## config.mk

```make
export PLATFORM = sky130hd
export DESIGN_NAME = la_capture_qual
export DESIGN_NICKNAME = d
export VERILOG_FILES = /design/src/rtl/la_capture_qual.sv
export SDC_FILE = /design/constraint.sdc
export NUM_CORES = 1
export LEC_CHECK = 0
export BUFFER_PORTS_ARGS = -buffer_cell sky130_fd_sc_hd__buf_4
export CORE_ASPECT_RATIO = 0.7
export CORE_MARGIN = 10
export CORE_UTILIZATION = 34
export DETAILED_ROUTE_END_ITERATION = 7
export PLACE_DENSITY_LB_ADDON = 0.12
export SETUP_SLACK_MARGIN = 0.05
export SLEW_MARGIN = 40
export SYNTH_ARGS = -nofsm -noshare
export SYNTH_HDL_FRONTEND = slang
export SYNTH_SLANG_ARGS = --single-unit
```

## constraint.sdc

```tcl
create_clock -name clk -period 1.7 [get_ports clk]
set_clock_uncertainty 0.1 [all_clocks]
set_input_delay 0.17 -clock clk [delete_from_list [all_inputs] [get_ports clk]]
set_output_delay 0.17 -clock clk [all_outputs]
set_load 0.03 [all_outputs]
```

## src/rtl/la_capture_qual.sv

```systemverilog
// Logic-analyzer capture qualifier: registers the probe bus and generates cqual/trig for the core.
// Define LA_QUAL_HEARTBEAT_EN to compile in the idle heartbeat that bounds gaps between samples.
module la_capture_qual #(
    parameter int unsigned DW       = 16,
    parameter int unsigned IDLE_MAX = 255
) (
    input  logic          clk,
    input  logic          rst_l,
    input  logic [DW-1:0] data_in,
    input  logic [1:0]    mode,
    input  logic [DW-1:0] chg_mask,
    input  logic [DW-1:0] trig_mask,
    input  logic [DW-1:0] trig_value,
    input  logic          arm,
    output logic [DW-1:0] data_out,
    output logic          cqual,
    output logic          trig,
    output logic [1:0]    trig_state
);

    typedef enum logic [1:0] {
        StIdle  = 2'b00,
        StArmed = 2'b01,
        StFired = 2'b10
    } trig_st_e;

    trig_st_e      state_q, state_d;
    logic [DW-1:0] data_q;
    logic [DW-1:0] prev_q;
    logic          cqual_q, cqual_d;
    logic          trig_q;
    logic          first_q, first_d;

    logic          mode_on;
    logic          chg;
    logic          mchg;
    logic          cause;
    logic          match;
    logic          fire;
    logic          hb;

    assign mode_on = (mode != 2'b00);
    assign chg     = |(data_in ^ prev_q);
    assign mchg    = |((data_in ^ prev_q) & chg_mask);
    assign match   = ((data_in ^ trig_value) & trig_mask) == '0;

    always_comb begin
        cause = 1'b0;
        unique case (mode)
            2'b00:   cause = 1'b0;
            2'b01:   cause = 1'b1;
            2'b10:   cause = chg;
            2'b11:   cause = mchg;
            default: cause = 1'b0;
        endcase
    end

    // Arming from IDLE never fires in the same cycle; fire needs a matching cycle while ARMED.
    always_comb begin
        state_d = state_q;
        fire    = 1'b0;
        case (state_q)
            StIdle: begin
                if (arm) state_d = StArmed;
            end
            StArmed: begin
                if (!arm) begin
                    state_d = StIdle;
                end else if (match) begin
                    state_d = StFired;
                    fire    = 1'b1;
                end
            end
            StFired: begin
                if (!arm) state_d = StIdle;
            end
            default: state_d = StIdle;
        endcase
    end

    // The first-sample request survives mode 00 and is consumed by the first qualified cycle.
    assign first_d = first_q & ~mode_on;
    assign cqual_d = mode_on & (cause | first_q | fire | hb);

`ifdef LA_QUAL_HEARTBEAT_EN
    localparam int unsigned CntW = (IDLE_MAX > 1) ? $clog2(IDLE_MAX) : 1;

    logic [CntW-1:0] idle_cnt_q, idle_cnt_d;

    assign hb = (idle_cnt_q == CntW'(IDLE_MAX - 1));

    always_comb begin
        idle_cnt_d = idle_cnt_q + CntW'(1);
        if (!mode_on || cqual_d) begin
            idle_cnt_d = '0;
        end
    end

    always_ff @(posedge clk or negedge rst_l) begin
        if (!rst_l) begin
            idle_cnt_q <= '0;
        end else begin
            idle_cnt_q <= idle_cnt_d;
        end
    end
`else
    assign hb = 1'b0;
`endif

    always_ff @(posedge clk or negedge rst_l) begin
        if (!rst_l) begin
            state_q <= StIdle;
            data_q  <= '0;
            prev_q  <= '0;
            cqual_q <= 1'b0;
            trig_q  <= 1'b0;
            first_q <= 1'b1;
        end else begin
            state_q <= state_d;
            data_q  <= data_in;
            prev_q  <= data_in;
            cqual_q <= cqual_d;
            trig_q  <= fire;
            first_q <= first_d;
        end
    end

    assign data_out   = data_q;
    assign cqual      = cqual_q;
    assign trig       = trig_q;
    assign trig_state = state_q;

endmodule
```

==> impl_metrics.toml <==
[grt]
grt_overflow = 0
grt_max_degree = 22
grtUsageTotal_pct = 14.0
grt_pass1_wl_um = 6340
grt_pass1_vias = 1347
antenna_found_initial = 0

[timing]
fin_ws_ns = -0.122
worst_hold_slack_ns = 0.0616
finalHoldViolCount = 0
min_period_ns = 1.82
fmax_mhz = 549
setup_viol = 1
worst_pin_slew_ns = 0.369
drv_slew = 0
finalCritPeriodShare_pct = 107
max-slew-margin-rel_pct = 75.2
rsz0062_at_grt = "yes"

[die]
die-area_mm2 = 0.00581
core-area_mm2 = 0.00290
num_rows = 16
ioPinCount = 89
dieWidth_um = 86.9
start_util_pct = 36.7
die_h_um = 66.9

[detailed_routing]
totalWireLength_um = 4200
num_vias = 1158
drc = 0
drt_iter0_drc = 54
post_drt_wl_per_cell_um = 17.5
drtAntennaViolNets = 0
post_drt_via_cell_ratio = 4.83
firstDrtPassIters = 4

[worst_setup_path]
crit_required_ns = 1.74
path_class = "reg -> reg"
crit_buf_inv = 0
max_stage_delay_ns = 0.42
worstPathCellList = "xor2_2 -> nor4_1 -> nand4_1 -> nor4_2 -> a21oi_1 -> o32a_1"
cp_max_fo = 2
slowest_stage = "dfrtp_2"
worstPathArrival_ns = 1.87
critPathLaunchType = "flop"
end_kind = "flop"
cpLargestDelayFamily = "simple AND/OR/NAND/NOR gates"

[hold_path]
hp-class = "in -> reg"

[cts]
cts_tree = "done"
path_clk_slew_ns = 0.08
clkLatencyLatePin_ns = 0.26
clock_path_buffers = 2
ctsRootBufferMaster = "clkbuf_8"
cts_max_level = 1
cts.sinks = 21
numCtsBuffers = 3
postCtsSetupBuffers = 0

[place]
place_ws_ns = -0.154
numPortBuffers = 88
place_congestion = 0.805
detailed_place_hpwl_um = 3500

[run]
cap_violations = 0

[yosys]
postSynthAreaPerCell_um2 = 12.0
ys_warn_count = 0
synth-main-ff-cell = "dfrtp_1"
syn_inst = 89
synth_edf_count = 0
synth_commonest_cells = "xor2_1, dfrtp_1, a22oi_1, nand4_1, nor4_1"
synth-seq-cells = 21
synthTopCellsByArea = "dfrtp_1, xor2_1, a22oi_1"
syn_nets = 158
synthMostInstantiatedCell = "xor2_1"
seq_area_frac_synth_pct = 49.4
async_reset_ff_share_pct = 100
synth_top_area_share_pct = 46.9
synth_cell_types = 18
synth.cell_area_mm2 = 0.00107
yosys.area.top_type = "dfrtp_1"

[cells_and_area]
drive_above_1_share_pct = 52.9
layout.nets = 274
diodes = 0
area_delta_synth_final_pct = 94.0
fillers = 226

[outcome]
status = "finished, violations left"
violations = "negative setup slack"

[power_and_ir_drop]
vdd.ir_drop.worst_mv = 0.449
power.leakage_nw = 0.998
power_density_mw_per_mm2 = 616
[cells in the final DEF, fill, tap and decap left out]
cell type      netlist  final
nand2_1              2      2
dfrtp_1             20     16
clkbuf_8             0      3
xor2_1              32     31
nor3b_1              1      1
a222oi_1             1      1
a22oi_2              1      1
nand4_1              4      4
nand2b_1             1      1
dfrtp_2              0      4
nor4_1               4      1
inv_1                1      1
a22oi_1             13     13
clkbuf_1             0      1
a2111oi_2            1      1
nor2_1               2      2
dfstp_2              1      1
a31o_2               1      1
nor4_2               1      4
xor2_2               0      1
buf_4                0     92
o32a_1               1      1
dlygate4sd3_1        0     19
a21oi_1              2      2
[metal layers]
metal / track usage (%) / part of all wire, % / vias up
li1: - / - / 560
met1: 14.9 / 38 / 536
met2: 23.4 / 49 / 58
met3: 7.53 / 12 / 4
met4: 4.23 / 1.0 / 0
met5: 0 / 0 / -
[path summary, 6_finish.rpt]
| kind | start | endpoint | slack, ns | cells after the start |
|---|---|---|---|---|
| max | prev_q[10] | cqual | -0.12 | 6 |
| max reg2reg | prev_q[10] | cqual | -0.12 | 6 |
| min | arm | trig_state[1] | 0.06 | 2 |
| max in group asynchronous | rst_l | first_q | 0.99 | 2 |
| min in group asynchronous | rst_l | prev_q[3] | 0.23 | 2 |
| min reg2reg | trig_state[0] | trig_state[0] | 0.38 | 1 |
[logic make-up (layout without fill, tap and decap cells)]
group,Yosys count,in the layout,synth area share [%]
buffers and inverters,1,116,0.352
AND/OR/NAND/NOR,15,15,8.57
XOR/XNOR,32,32,26.3
AO/OA/AOI/OAI,20,20,15.4
flip-flops,21,21,49.4
[flip-flops by register name, indices dropped and copies added, names as in the netlist]
signal / cells
prev_q: 16
trig_state: 2
cqual: 1
first_q: 1
trig: 1
[layout make-up]
type	count	area [um2]	share of cell area (%)
Multi-Input combinational cell	67	562	27.2
Timing Repair Buffer	111	881	42.6
Sequential cell	21	532	25.7
Inverter	1	3.75	0.181
Tap cell	36	45.0	2.18
Clock buffer	4	45.0	2.18
[where the power goes]
group | internal, mW | switching (mW) | total, mW
combinational | 0.220 | 0.190 | 0.410
sequential | 0.523 | 0.0156 | 0.538
clock | 0.167 | 0.160 | 0.327
[repair_timing]
action	in CTS	in global routing
pin swaps	0	2
setup endpoints to repair	1	1
hold endpoints to repair	38	0
hold buffers	19	0
gates resized for setup	1	2
[metrics by stage]
stage	cell area (um2)	power (mW)	util, %	setup TNS, ns	std cells
3_3_place_gp	1810	0.912	62.5	-0.180	217
6_report	2070	1.27	71.3	-0.122	240
3_5_place_dp	1810	0.921	62.5	-0.154	217
4_1_cts	2060	1.28	70.8	-0.123	240
5_1_grt	2070	1.33	71.3	-0.225	240
2_1_floorplan	1080	0.693	-	-0.0913	89
(Power assumes the default switching activity.)
